File: src/rtl/lb_arb2.sv
// Two-master round-robin arbiter onto the shared SUMP2 local bus.
// One transaction at a time: IDLE -> ISSUE -> (WAIT_RD) -> DONE -> IDLE.

// Per-master completion registers: done/err pulse and held read data.
module lb_arb2_mport (
   input  logic        clk_lb,
   input  logic        reset_n,
   input  logic        fin,
   input  logic        sel,
   input  logic        err_in,
   input  logic [31:0] rd_in,
   output logic        done,
   output logic        err,
   output logic [31:0] rd_d
);
   always_ff @(posedge clk_lb or negedge reset_n) begin
      if (!reset_n) begin
         done <= 1'b0;
         err  <= 1'b0;
         rd_d <= 32'h0;
      end else begin
         done <= fin & sel;
         err  <= fin & sel & err_in;
         // rd_d only moves when this master completes; otherwise it holds
         if (fin && sel) rd_d <= rd_in;
      end
   end
endmodule

module lb_arb2 #(
   parameter logic [7:0]  TIMEOUT  = 8'd255,
   parameter logic [31:0] ERR_DATA = 32'hDEADBEEF
) (
   input  logic        clk_lb,
   input  logic        reset_n,
   input  logic        m0_req,
   input  logic        m0_we,
   input  logic [31:0] m0_addr,
   input  logic [31:0] m0_wr_d,
   output logic        m0_done,
   output logic        m0_err,
   output logic [31:0] m0_rd_d,
   input  logic        m1_req,
   input  logic        m1_we,
   input  logic [31:0] m1_addr,
   input  logic [31:0] m1_wr_d,
   output logic        m1_done,
   output logic        m1_err,
   output logic [31:0] m1_rd_d,
   output logic        lb_wr,
   output logic        lb_rd,
   output logic [31:0] lb_addr,
   output logic [31:0] lb_wr_d,
   input  logic [31:0] lb_rd_d,
   input  logic        lb_rd_rdy,
   output logic        busy
);
   typedef enum logic [1:0] {IDLE, ISSUE, WAIT_RD, DONE} state_t;

   state_t            state_q, state_d;
   logic              gnt_q, gnt_d;
   logic              last_q, last_d;
   logic              we_q, we_d;
   logic [7:0]        cnt_q, cnt_d;
   logic [31:0]       addr_d, wdat_d;
   logic              wr_stb_d, rd_stb_d;
   logic              fin, fin_err;
   logic [31:0]       fin_dat;

   logic [1:0]        req, we_in;
   logic [1:0][31:0]  addr_in, wd_in;
   logic [1:0]        done_v, err_v;
   logic [1:0][31:0]  rd_v;

   assign req     = {m1_req, m0_req};
   assign we_in   = {m1_we, m0_we};
   assign addr_in = {m1_addr, m0_addr};
   assign wd_in   = {m1_wr_d, m0_wr_d};

   always_comb begin
      state_d  = state_q;
      gnt_d    = gnt_q;
      last_d   = last_q;
      we_d     = we_q;
      cnt_d    = cnt_q;
      addr_d   = lb_addr;
      wdat_d   = lb_wr_d;
      wr_stb_d = 1'b0;
      rd_stb_d = 1'b0;
      fin      = 1'b0;
      fin_err  = 1'b0;
      fin_dat  = 32'h0;
      case (state_q)
         IDLE: begin
            if (|req) begin
               // on a tie, the master that did not win last time goes
               gnt_d    = (&req) ? ~last_q : req[1];
               last_d   = gnt_d;
               we_d     = we_in[gnt_d];
               addr_d   = addr_in[gnt_d];
               wdat_d   = wd_in[gnt_d];
               wr_stb_d = we_d;
               rd_stb_d = ~we_d;
               state_d  = ISSUE;
            end
         end
         ISSUE: begin
            if (we_q) begin
               fin     = 1'b1;
               state_d = DONE;
            end else begin
               cnt_d   = 8'd0;
               state_d = WAIT_RD;
            end
         end
         WAIT_RD: begin
            // compare the incremented count so done lands TIMEOUT+1 after lb_rd;
            // rdy is tested first so it wins a coincident timeout
            cnt_d = cnt_q + 8'd1;
            if (lb_rd_rdy) begin
               fin     = 1'b1;
               fin_dat = lb_rd_d;
               state_d = DONE;
            end else if (cnt_d == TIMEOUT) begin
               fin     = 1'b1;
               fin_err = 1'b1;
               fin_dat = ERR_DATA;
               state_d = DONE;
            end
         end
         DONE:    state_d = IDLE;
         default: state_d = IDLE;
      endcase
   end

   always_ff @(posedge clk_lb or negedge reset_n) begin
      if (!reset_n) begin
         state_q <= IDLE;
         gnt_q   <= 1'b0;
         last_q  <= 1'b1;
         we_q    <= 1'b0;
         cnt_q   <= 8'd0;
         lb_addr <= 32'h0;
         lb_wr_d <= 32'h0;
         lb_wr   <= 1'b0;
         lb_rd   <= 1'b0;
         busy    <= 1'b0;
      end else begin
         state_q <= state_d;
         gnt_q   <= gnt_d;
         last_q  <= last_d;
         we_q    <= we_d;
         cnt_q   <= cnt_d;
         lb_addr <= addr_d;
         lb_wr_d <= wdat_d;
         lb_wr   <= wr_stb_d;
         lb_rd   <= rd_stb_d;
         busy    <= (state_d != IDLE);
      end
   end

   for (genvar i = 0; i < 2; i++) begin : g_mport
      lb_arb2_mport u_mport (
         .clk_lb  (clk_lb),
         .reset_n (reset_n),
         .fin     (fin),
         .sel     (gnt_q == 1'(i)),
         .err_in  (fin_err),
         .rd_in   (fin_dat),
         .done    (done_v[i]),
         .err     (err_v[i]),
         .rd_d    (rd_v[i])
      );
   end

   assign m0_done = done_v[0];
   assign m1_done = done_v[1];
   assign m0_err  = err_v[0];
   assign m1_err  = err_v[1];
   assign m0_rd_d = rd_v[0];
   assign m1_rd_d = rd_v[1];
endmodule

File: config.mk
export PLATFORM = sky130hd
export DESIGN_NAME = lb_arb2
export DESIGN_NICKNAME = d
export VERILOG_FILES = /design/src/rtl/lb_arb2.sv
export SDC_FILE = /design/constraint.sdc
export NUM_CORES = 1
export LEC_CHECK = 0
export ABC_AREA = 1
export CAP_MARGIN = 20
export CORE_MARGIN = 10
export CORE_UTILIZATION = 38
export DETAILED_ROUTE_END_ITERATION = 16
export GPL_TIMING_DRIVEN = 0
export PLACE_DENSITY = 0.76
export SETUP_SLACK_MARGIN = 0.02
export SYNTH_ARGS = -nofsm -noshare
export SYNTH_HDL_FRONTEND = slang
export SYNTH_SLANG_ARGS = --single-unit
File: constraint.sdc
create_clock -name clk_lb -period 1.65 [get_ports clk_lb]
set_input_delay 0.4125 -clock clk_lb [delete_from_list [all_inputs] [get_ports clk_lb]]
set_output_delay 0.4125 -clock clk_lb [all_outputs]
set_load 0.1 [all_outputs]
Yosys cells after proc, flatten, opt, wreduce, memory -nomap -nowiden
Index checks and enable logic that the tools add are counted.
{ "totals": {"regBits": 148, "input_bits": 167, "out_inout_bits": 135, "wordCells": 66} }
{ "classes": {"n_addsub": 1, "n_lt_le_gt_ge": 1, "n_eq_ne": 5, "n_mux": 27, "n_bitwise": 7, "n_reduce_logical": 9} }
{ "ops": {"columns": ["cell", "count"], "rows": [
  ["$mux W32", 7],
  ["$pmux W8 S2", 1],
  ["$mux W1", 13],
  ["$add A8 B1 Y8 const B", 1],
  ["$eq A8 B8 Y1 const B", 1],
  ["$mux W8", 1],
  ["$pmux W2 S4", 1],
  ["$mux W2", 3],
  ["$reduce_and A2 Y1", 3],
  ["$and A1 B1 Y1", 4],
  ["$eq A2 B2 Y1 const B", 2],
  ["$reduce_bool A2 Y1", 2],
  ["$not A1 Y1", 3],
  ["$eq A2 B1 Y1 const B", 1],
  ["$logic_and A1 B1 Y1", 2],
  ["$logic_not A2 Y1", 1],
  ["$lt A1 B2 Y1 const B", 1],
  ["$ne A2 B2 Y1 const B", 1],
  ["$pmux W1 S2", 1],
  ["$reduce_or A2 Y1", 1]
]} }

Logic depth before layout (Yosys ltp)
Gate-level depths: netlist of the first run.
{ "depth": {"depth_word": 7, "mapped_depth": 13, "depth_no_buf": 12} }

By module
A second synthesis of the first run with hierarchy kept.
{ "hier_totals": {"hier_cells": 820, "hier_area_um2": 6741.5} }
{ "modules_own_cells": {"columns": ["module", "instances", "cells_per_inst", "area_per_inst_um2", "seq_area_each_um2"], "rows": [
  ["lb_arb2", 1, 530, 3976.3, 2003.2],
  ["lb_arb2_mport", 2, 145, 1382.6, 850.8]
]} }

Worst setup path after synthesis of the first run
No wires, ideal clock.
{ "synth_path": {"kind": "register to register", "startpoint": "register cnt_q[0]", "endpoint": "register g_mport[0].u_mport.rd_d[14]", "setup_time_ns": 0.122, "t_arrival_ns": 1.677, "t_required_ns": 1.528, "slack_ns": -0.149, "stages_incl_launch_ff": 13, "n_path_buf": 1, "synth_period_minus_slack_ns": 1.799, "path_cell_list": "dfrtp_1 ha_1 nand2_1 nand2_1 nor2_1 nand2_1 nor2_2 nand3_4 nand3_4 nand3_4 buf_2 nand2_1 nand2_1"} }
{ "synth_between": {"elab_chain_len": 6} }
{ "synth_lines": {"columns": ["item", "line_no", "text"], "rows": [
  ["start, declared", "64", "logic [7:0] cnt_q, cnt_d;"],
  ["start signal, assigned", "153", "cnt_q <= cnt_d;"],
  ["$add A8 B1 Y8", "119", "cnt_d = cnt_q + 8'd1;"],
  ["$eq A8 B8 Y1", "124", "end else if (cnt_d == TIMEOUT) begin"],
  ["$mux W1", "124", null],
  ["$mux W1", "120", "if (lb_rd_rdy) begin"],
  ["$pmux W1 S2", "93", "case (state_q)"],
  ["$logic_and A1 B1 Y1", "25", "if (fin && sel) rd_d <= rd_in;"],
  ["end signal, assigned", "25", null],
  ["end, declared", "14", "output logic [31:0] rd_d"]
]} }
Every way passes these cells.
A chain may end at the register's enable or synchronous reset.

Worst setup path in the final report of the first run
{ "layout_path": {"startpoint": "register cnt_q[0]", "endpoint": "register g_mport[1].u_mport.rd_d[1]"} }
{ "layout_between": {"elab_chain_len": 6, "elab_cells_between_ends": 9, "cone_classes": "1 x add/sub; 1 x eq/ne; 6 x mux; 1 x reduce/logical"} }
{ "layout_lines": {"columns": ["item", "line_no"], "rows": [
  ["$add A8 B1 Y8 (*)", "119"],
  ["$eq A8 B8 Y1 (*)", "124"],
  ["$mux W1", "124"],
  ["$mux W1", "120"],
  ["$pmux W1 S2", "93"],
  ["$logic_and A1 B1 Y1", "25"],
  ["end signal, assigned", "25"],
  ["end, declared", "14"]
]} }
Every way passes the cells marked *; elsewhere a longest branch is shown, timed or not.

==> results.sh, run 1 <==
export IMPL_synth_area_sq_mm=0.00682
export IMPL_min_period_over_period=1.19
export IMPL_worstMarginPinSlew_ps=882
export IMPL_status="finished with violations"
export IMPL_postSynthAreaPerCell_sq_um=8.26
export IMPL_rsz0062_at_grt="true"
export IMPL_grt_pass1_wl_um=42100
export IMPL_ys_types=25
export IMPL_grt_usage=0.221
export IMPL_cp_arrival_ps=2320
export IMPL_drt_iter0_markers=460
export IMPL_coreArea_sq_mm=0.0174
export IMPL_antenna_found_initial=4
export IMPL_cts_buffers=17
export IMPL_root_buffer="clkbuf_16"
export IMPL_drive_above_1_share=0.295
export IMPL_chipHeight_um=154
export IMPL_fmaxAchievable_mhz=508
export IMPL_cts_tree="built"
export IMPL_yosysMostFrequentCell="nand2_1"
export IMPL_synth_edf_count=0
export IMPL_synthArstFlopShare=1.00
export IMPL_yosysWarnings=0
export IMPL_drc_errors=0
export IMPL_synth_seq_area_share=0.543
export IMPL_h_tree_depth=4
export IMPL_insertion_delay_ps=420
export IMPL_cp_startpoint="cnt_q[0]"
export IMPL_cts_hold_buffers=0
export IMPL_skew_ps=11.1
export IMPL_gp_congestion=0.863
export IMPL_r2r_start="cnt_q[0]"
export IMPL_ys_ff_latch=148
export IMPL_num_vias=7345
export IMPL_wl_per_cell_um=19.3
export IMPL_startpoint_type="flip-flop"
export IMPL_hold_viol_final=0
export IMPL_seqCellArea_sq_mm=0.00371
export IMPL_required_ps=2000
export IMPL_relSlewSlack=0.412
export IMPL_synth_top_area_cell="dfrtp_1"
export IMPL_hpwl_um=19800
export IMPL_fin_cells=1423
export IMPL_slew_viol_final=0
export IMPL_die_w_um=154
export IMPL_yosys_most_used_dff="dfrtp_1"
export IMPL_fin_nets=1357
export IMPL_clock_path_buffers=2
export IMPL_area_growth_pct=66.7
export IMPL_worstSetupPathType="reg -> reg"
export IMPL_drv_cap=0
export IMPL_io_pins=302
export IMPL_multi_input_area_sq_mm=0.00303
export IMPL_synth_area_leaders="dfrtp_1 (54%), nand2_1 (12%), o21ai_0 (10%)"
export IMPL_violations="setup timing"
export IMPL_setup_slack_ps=-319
export IMPL_hold_class="in -> async"
export IMPL_first_pass_iters=6
export IMPL_cts_reportedPaths_clkPinSlew_ps=60
export IMPL_grt_pass1_vias=7475
export IMPL_setup_violations=72
export IMPL_yosysTopAreaCellShare=0.540
export IMPL_viasPerCell=5.16
export IMPL_synthCells=825
export IMPL_dp_cells=1352
export IMPL_syn_nets=997
export IMPL_fin_crit_ps=1970
export IMPL_fp_row_count=48
export IMPL_grt_overflow=0
export IMPL_clock_sinks=148
export IMPL_totalWireLength_um=27500
export IMPL_ant_nets=0
export IMPL_portBuffers=301
export IMPL_synthTopCellsByCount="nand2_1 (225), dfrtp_1 (147), o21ai_0 (137)"
export IMPL_grt_max_degree=94
export IMPL_start_util=0.391
export IMPL_die_area_sq_mm=0.0237
export IMPL_end_kind="flip-flop"
export IMPL_cp_max_fo=5
export IMPL_final_fill_count=1446
==> cell families (layout without fill, tap and decap cells) <==
kind of cell,after synthesis,after routing,synth area share
AOI/OAI and AO/OA,168,168,0.124
adders and majority gates,5,5,0.00918
buffers and inverters,93,463,0.0609
DFF,148,148,0.543
other,0,3,0
and+or+nand+nor,411,411,0.262
==> stage by stage <==
stage / hold slack (ps) / instance area, sq um / worst slack (ps) / util / setup TNS (ps)
after floorplan: 117 / 6860 / -120 / - / -7170
after global placement: 453 / 10200 / -6000 / 0.583 / -985080
after detailed placement: 460 / 10200 / -734 / 0.585 / -105610
after CTS: 122 / 10800 / -310 / 0.621 / -19740
after global routing: 168 / 11400 / -424 / 0.652 / -28380
final: 103 / 11400 / -319 / 0.653 / -19690
==> placed cells by master, fill, tap and decap left out, types with 10 or more instances in the layout <==
master / instances
nand2_1: 187
clkdlybuf4s50_1: 165
dfrtp_1: 146
nor2_1: 102
buf_4: 87
clkbuf_4: 72
o21ai_1: 67
nand4_1: 66
o21ai_0: 44
nand2_2: 32
o21ai_2: 27
a21oi_1: 23
clkbuf_16: 22
inv_1: 21
buf_2: 21
buf_6: 18
buf_8: 13
clkbuf_1: 10
==> registers in the layout, summed over array words and instances, names as in the netlist, 2 cells and up <==
signal	cells
g_mport.u_mport.rd_d	64
cnt_q	8
g_mport.u_mport.done	2
state_q	2
g_mport.u_mport.err	2
lb_addr	32
lb_wr_d	32
==> final timing paths <==
kind / end / slack (ps) / depth (start not counted)
max in group asynchronous: last_q / 740 / 2
min in group clk_lb: g_mport[0].u_mport.rd_d[20] / 470 / 2
min reg2reg: g_mport[0].u_mport.rd_d[20] / 470 / 2
min: g_mport[1].u_mport.done / 100 / 1
max: g_mport[1].u_mport.rd_d[1] / -320 / 12
max reg2reg: g_mport[1].u_mport.rd_d[1] / -320 / 12
==> layer usage <==
metal / global-route usage / routed length (um)
met5: 0 / 20
met4: 0.0603 / 557
met3: 0.0951 / 3000
met2: 0.369 / 13500
met1: 0.254 / 10400
==> critical path, cell delays in order, from the launching register on <==
cell and delay [ps]:
dfrtp_1 410, ha_4 190, nand3_4 70, o21bai_1 140, nand2_1 130, nor2_4 140
nand3_4 140, nand3_4 160, buf_12 130, buf_16 100, buf_6 90, nand4_1 90
nand2_1 100
==> area by class of cell <==
| type | count | area share |
|---|---|---|
| tap | 225 | 0.0248 |
| antenna | 3 | 0.000660 |
| sequential | 148 | 0.326 |
| clock buffer | 19 | 0.0390 |
| multi-input combinational | 584 | 0.267 |
| buffer | 58 | 0.0411 |
| timing repair buffer | 345 | 0.281 |
| clock inverter | 10 | 0.00969 |
| inverter | 31 | 0.0112 |
==> what timing repair did <==
action,CTS,global route
gates resized for setup,888,224
setup endpoints to repair,274,207
pin swaps,31,32
setup buffers,25,10
gates cloned,8,4
Power of run 1 is not shown: default switching activity piles up to over one toggle a cycle in this logic, so the estimate is an artifact.
==> run 2, diff against run 1 <==
--- a/config.mk
+++ b/config.mk
@@ -8,10 +8,10 @@
 export ABC_AREA = 1
 export CAP_MARGIN = 20
 export CORE_MARGIN = 10
-export CORE_UTILIZATION = 38
+export CORE_UTILIZATION = 46
 export DETAILED_ROUTE_END_ITERATION = 16
 export GPL_TIMING_DRIVEN = 0
-export PLACE_DENSITY = 0.76
+export PLACE_DENSITY = 0.86
 export SETUP_SLACK_MARGIN = 0.02
 export SYNTH_ARGS = -nofsm -noshare
 export SYNTH_HDL_FRONTEND = slang
==> constraint.sdc (replaced) <==
create_clock -name clk_lb -period 2.5 [get_ports clk_lb]
set_input_delay 0.625 -clock clk_lb [delete_from_list [all_inputs] [get_ports clk_lb]]
set_output_delay 0.625 -clock clk_lb [all_outputs]
set_load 0.1 [all_outputs]
==> results.sh, run 2 (synthesized netlist as in run 1, its figures left out) <==
export IMPL_status="completed"
export IMPL_final_common_cell="nand2_1"
export IMPL_chipHeight_um=142
export IMPL_ant_nets=0
export IMPL_cp_startpoint="lb_wr_d[19]"
export IMPL_grt_usage=0.250
export IMPL_viasPerCell=5.37
export IMPL_fin_cells=1343
export IMPL_largestRegisters="g_mport.u_mport.rd_d x64, lb_addr x32, lb_wr_d x32"
export IMPL_largest_register="g_mport.u_mport.rd_d"
export IMPL_h_tree_depth=4
export IMPL_ctsResizeCount=135
export IMPL_rsz0062_at_grt="false"
export IMPL_placedInstanceArea_sq_mm=0.0101
export IMPL_die_area_sq_mm=0.0201
export IMPL_fp_row_count=44
export IMPL_die_w_um=142
export IMPL_wl_per_cell_um=19.2
export IMPL_root_buffer="clkbuf_16"
export IMPL_holdWs_ps=216
export IMPL_min_period_over_period=0.942
export IMPL_insertion_delay_ps=420
export IMPL_hold_viol_final=0
export IMPL_cts_tree="built"
export IMPL_cp_max_fo=2
export IMPL_final_util=0.729
export IMPL_antenna_found_initial=0
export IMPL_num_vias=7210
export IMPL_worstSetupPathType="reg -> out"
export IMPL_critPathMaxStageDelay_ps=950
export IMPL_drv_cap=0
export IMPL_grt_overflow=0
export IMPL_drc_errors=0
export IMPL_grt_pass1_vias=7328
export IMPL_startpoint_type="flip-flop"
export IMPL_fin_crit_ps=2360
export IMPL_gp_congestion=0.870
export IMPL_io_pins=302
export IMPL_required_ps=1880
export IMPL_cp_buffers_inverters=1
export IMPL_grt_pass1_wl_um=39700
export IMPL_cp_arrival_ps=1730
export IMPL_fin_nets=1318
export IMPL_slew_viol_final=0
export IMPL_totalWireLength_um=25700
export IMPL_coreArea_sq_mm=0.0145
export IMPL_cts_reportedPaths_clkPinSlew_ps=60
export IMPL_cts_buffers=17
export IMPL_start_util=0.469
export IMPL_hpwl_um=19700
export IMPL_drive_above_1_share=0.0569
export IMPL_skew_ps=7.22
export IMPL_dp_cells=1311
export IMPL_portBuffers=301
export IMPL_worstMarginPinSlew_ps=1100
export IMPL_post_cts_buffers=0
export IMPL_crit_slowest_cell="dlygate4sd2_1"
export IMPL_clock_sinks=148
export IMPL_end_kind="primary output"
export IMPL_hold_class="in -> async"
export IMPL_cts_hold_buffers=0
export IMPL_area_growth_pct=55.4
export IMPL_worst_r2r_setup_slack_ps=290
export IMPL_drt_iter0_markers=580
export IMPL_crit_path_cell_trace="dlygate4sd2_1"
export IMPL_layout_common_cells="nand2_1 (225), clkdlybuf4s50_1 (165), dfrtp_1 (147), o21ai_0 (137), dlygate4sd2_1 (135)"
export IMPL_largest_reg_flops=64
export IMPL_fmaxAchievable_mhz=425
export IMPL_cp_top_family="buffers and inverters"
export IMPL_r2r_end="lb_addr[29]"
export IMPL_relSlewSlack=0.272
export IMPL_r2r_cells=8
export IMPL_final_area_sq_mm=0.0106
export IMPL_setup_violations=0
export IMPL_first_pass_iters=5
export IMPL_grt_max_degree=77
export IMPL_r2r_start="state_q[0]"
export IMPL_clock_path_buffers=2
export IMPL_diodes=0
==> run 2: how the worst max path moves through the flow <==
| stage | to | slack, ps | cells past startpoint |
|---|---|---|---|
| after global routing | lb_addr[4] | 40 | 8 |
| after detailed placement | lb_addr[7] | -190 | 7 |
| final | lb_wr_d[19] | 140 | 1 |
| after CTS | lb_wr_d[19] | 120 | 1 |
| after global placement | lb_addr[6] | -5210 | 1 |
| after floorplan | g_mport[0].u_mport.rd_d[14] | 700 | 12 |
==> run 2: cell type report <==
cell class	count	area (sq um)
tap	184	230
clock buffer	19	443
inverter	31	116
fill	1145	3940
timing repair buffer	302	2870
multi-input combinational	584	2700
buffer	62	299
sequential	148	3700
clock inverter	13	229
==> run 2: routing by layer <==
layer	vias to the layer above	wire (um)	GRT usage
met5	-	0	0
met4	0	652	0.0904
met3	51	3030	0.103
met2	383	12600	0.420
met1	3391	9480	0.278
li1	3385	-	-
==> run 2: metrics by stage <==
| stage | setup slack [ps] | TNS (ps) |
|---|---|---|
| after floorplan | 701 | 0 |
| after global placement | -5210 | -768540 |
| after detailed placement | -190 | -2920 |
| after CTS | 118 | 0 |
| after global routing | 35.5 | 0 |
| final | 144 | 0 |
Power of run 2 is left out for the same reason.
==> run 3, diff against run 2 <==
==> config.mk (replaced) <==
export PLATFORM = sky130hd
export DESIGN_NAME = lb_arb2
export DESIGN_NICKNAME = d
export VERILOG_FILES = /design/src/rtl/lb_arb2.sv
export SDC_FILE = /design/constraint.sdc
export NUM_CORES = 1
export LEC_CHECK = 0
export CAP_MARGIN = 20
export CORE_MARGIN = 10
export CORE_UTILIZATION = 45
export DETAILED_ROUTE_END_ITERATION = 16
export GPL_TIMING_DRIVEN = 0
export PLACE_DENSITY = 0.85
export SETUP_SLACK_MARGIN = 0.02
export SLEW_MARGIN = 5
export SYNTH_ARGS = -nofsm -noshare
export SYNTH_HDL_FRONTEND = slang
export SYNTH_SLANG_ARGS = --single-unit
==> results.sh, run 3 <==
export IMPL_synthArstFlopShare=1.00
export IMPL_setup_violations=0
export IMPL_wl_per_cell_um=21.0
export IMPL_startpoint_type="flip-flop"
export IMPL_area_growth_pct=55.4
export IMPL_drc_errors=0
export IMPL_yosysWarnings=0
export IMPL_drv_cap=0
export IMPL_top_usage_layer="met2"
export IMPL_grtUsageMet2=0.397
export IMPL_ys_types=32
export IMPL_antenna_found_initial=4
export IMPL_portBuffers=300
export IMPL_drt_iter0_markers=374
export IMPL_crit_path_cell_trace="dlygate4sd2_1"
export IMPL_yosysMostFrequentCell="dfrtp_1"
export IMPL_ant_nets=0
export IMPL_yosys_most_used_dff="dfrtp_1"
export IMPL_totalWireLength_um=24400
export IMPL_synthCells=640
export IMPL_pre_cts_slack_ps=-241
export IMPL_hold_viol_final=0
export IMPL_synth_seq_area_share=0.554
export IMPL_end_kind="primary output"
export IMPL_setup_slack_ps=137
export IMPL_fp_row_count=44
export IMPL_gp_congestion=0.825
export IMPL_setup_tns_ps=0
export IMPL_final_util=0.715
export IMPL_crit_slowest_cell="dlygate4sd2_1"
export IMPL_cp_buffers_inverters=1
export IMPL_hpwl_um=19000
export IMPL_fin_nets=1132
export IMPL_h_tree_depth=4
export IMPL_drive_above_1_share=0.0586
export IMPL_cts_hold_buffers=0
export IMPL_root_buffer="clkbuf_16"
export IMPL_cts_tree="built"
export IMPL_die_w_um=142
export IMPL_ys_ff_latch=148
export IMPL_num_vias=6079
export IMPL_cp_max_fo=2
export IMPL_die_area_sq_mm=0.0201
export IMPL_first_pass_iters=4
export IMPL_synth_top_area_cell="dfrtp_1"
export IMPL_final_common_cell="clkdlybuf4s50_1"
export IMPL_clock_path_buffers=2
export IMPL_worstMarginPinSlew_ps=1110
export IMPL_viasPerCell=5.24
export IMPL_fmaxAchievable_mhz=423
export IMPL_syn_nets=812
export IMPL_slew_viol_final=0
export IMPL_rsz0062_at_grt="false"
export IMPL_fin_cells=1160
export IMPL_required_ps=1880
export IMPL_grtUsageMet1=0.257
export IMPL_dp_cells=1125
export IMPL_layout_common_cells="clkdlybuf4s50_1 (164), dfrtp_1 (147), dlygate4sd2_1 (135), nand2_1 (93), inv_1 (73)"
export IMPL_grt_pass1_vias=6477
export IMPL_coreArea_sq_mm=0.0145
export IMPL_skew_ps=9.68
export IMPL_chipHeight_um=142
export IMPL_synth_area_sq_mm=0.00669
export IMPL_hold_class="in -> async"
export IMPL_grt_max_degree=82
export IMPL_synth_edf_count=0
export IMPL_cts_reportedPaths_clkPinSlew_ps=60
export IMPL_cts_buffers=17
export IMPL_cp_arrival_ps=1740
export IMPL_largestRegisters="g_mport.u_mport.rd_d x64, lb_addr x32, lb_wr_d x32"
export IMPL_postSynthAreaPerCell_sq_um=10.4
export IMPL_largest_register="g_mport.u_mport.rd_d"
export IMPL_largest_reg_flops=64
export IMPL_cp_top_family="buffers and inverters"
export IMPL_min_period_over_period=0.945
export IMPL_status="completed"
export IMPL_fin_crit_ps=2360
export IMPL_synthTopCellsByCount="dfrtp_1 (147), nand2_1 (93), inv_1 (73)"
export IMPL_critPathMaxStageDelay_ps=950
export IMPL_insertion_delay_ps=430
export IMPL_worstSetupPathType="reg -> out"
export IMPL_grt_usage=0.238
export IMPL_synth_area_leaders="dfrtp_1 (55%), mux2i_1 (10%), o32ai_1 (6.3%)"
export IMPL_grt_pass1_wl_um=37200
export IMPL_yosysTopAreaCellShare=0.550
export IMPL_clock_sinks=148
export IMPL_grt_overflow=0
export IMPL_start_util=0.460
export IMPL_io_pins=302
export IMPL_use_met3=0.115
export IMPL_relSlewSlack=0.263
-- run 3: cell count changes after synthesis, sizes merged, moves of 44 or more --
| cell | change |
|---|---|
| o32ai | +48 |
| inv | +44 |
| nand4 | -66 |
| mux2i | +67 |
| o21ai | -67 |
| nor2 | -103 |
| nand2 | -132 |
-- run 3: stage by stage --
step	hold slack, ps	instance area [sq um]
after floorplan	329	6690
after global placement	460	9920
after detailed placement	469	9950
after CTS	223	10400
after global routing	247	10400
final	197	10400
-- run 3: cell type report --
cell class	instances	area [sq um]
sequential	148	3700
clock buffer	21	440
fill	1103	4150
buffer	43	278
inverter	73	274
tap	184	230
timing repair buffer	301	2860
antenna	4	10.0
clock inverter	10	158
multi-input combinational	376	2430
-- run 3: cells by family (layout without fill, tap and decap cells) --
logic type                 after synthesis  in the layout  synth area share
xor gates and xnor gates                 2              2           0.00262
other                                    0              4                 0
and+or+nand+nor                        150            150             0.101
buffers and inverters                  116            448            0.0822
DFF                                    148            148             0.554
muxes                                   67             67             0.100
adders and majority gates                5              5           0.00936
AOI/OAI and AO/OA                      152            152             0.150
-- run 3: timing repair --
action                                  CTS  global route
endpoints found under the setup margin  135            12
resized for setup                       135             4
setup buffers                             0             0
-- run 3: path summary, 6_finish.rpt --
| path | end | slack (ps) | cells after the start | start |
|---|---|---|---|---|
| worst max-delay path | lb_wr_d[15] | 140 | 1 | lb_wr_d[15] |
| worst min-delay path | g_mport[0].u_mport.rd_d[19] | 200 | 1 | reset_n |
| worst max register to register | g_mport[1].u_mport.rd_d[18] | 250 | 8 | state_q[0] |
| worst min register to register | lb_addr[9] | 470 | 2 | lb_addr[9] |
| max in group asynchronous | last_q | 1450 | 2 | reset_n |
| min in group clk_lb | lb_addr[9] | 470 | 2 | lb_addr[9] |
-- run 3: metal layers --
layer	wire (um)	vias up	part of all wire
li1	-	2852	-
met1	8740	2917	0.36
met2	12200	270	0.50
met3	2800	38	0.12
met4	601	2	0.025
met5	13	-	0.00053
Power of run 3 is left out for the same reason.
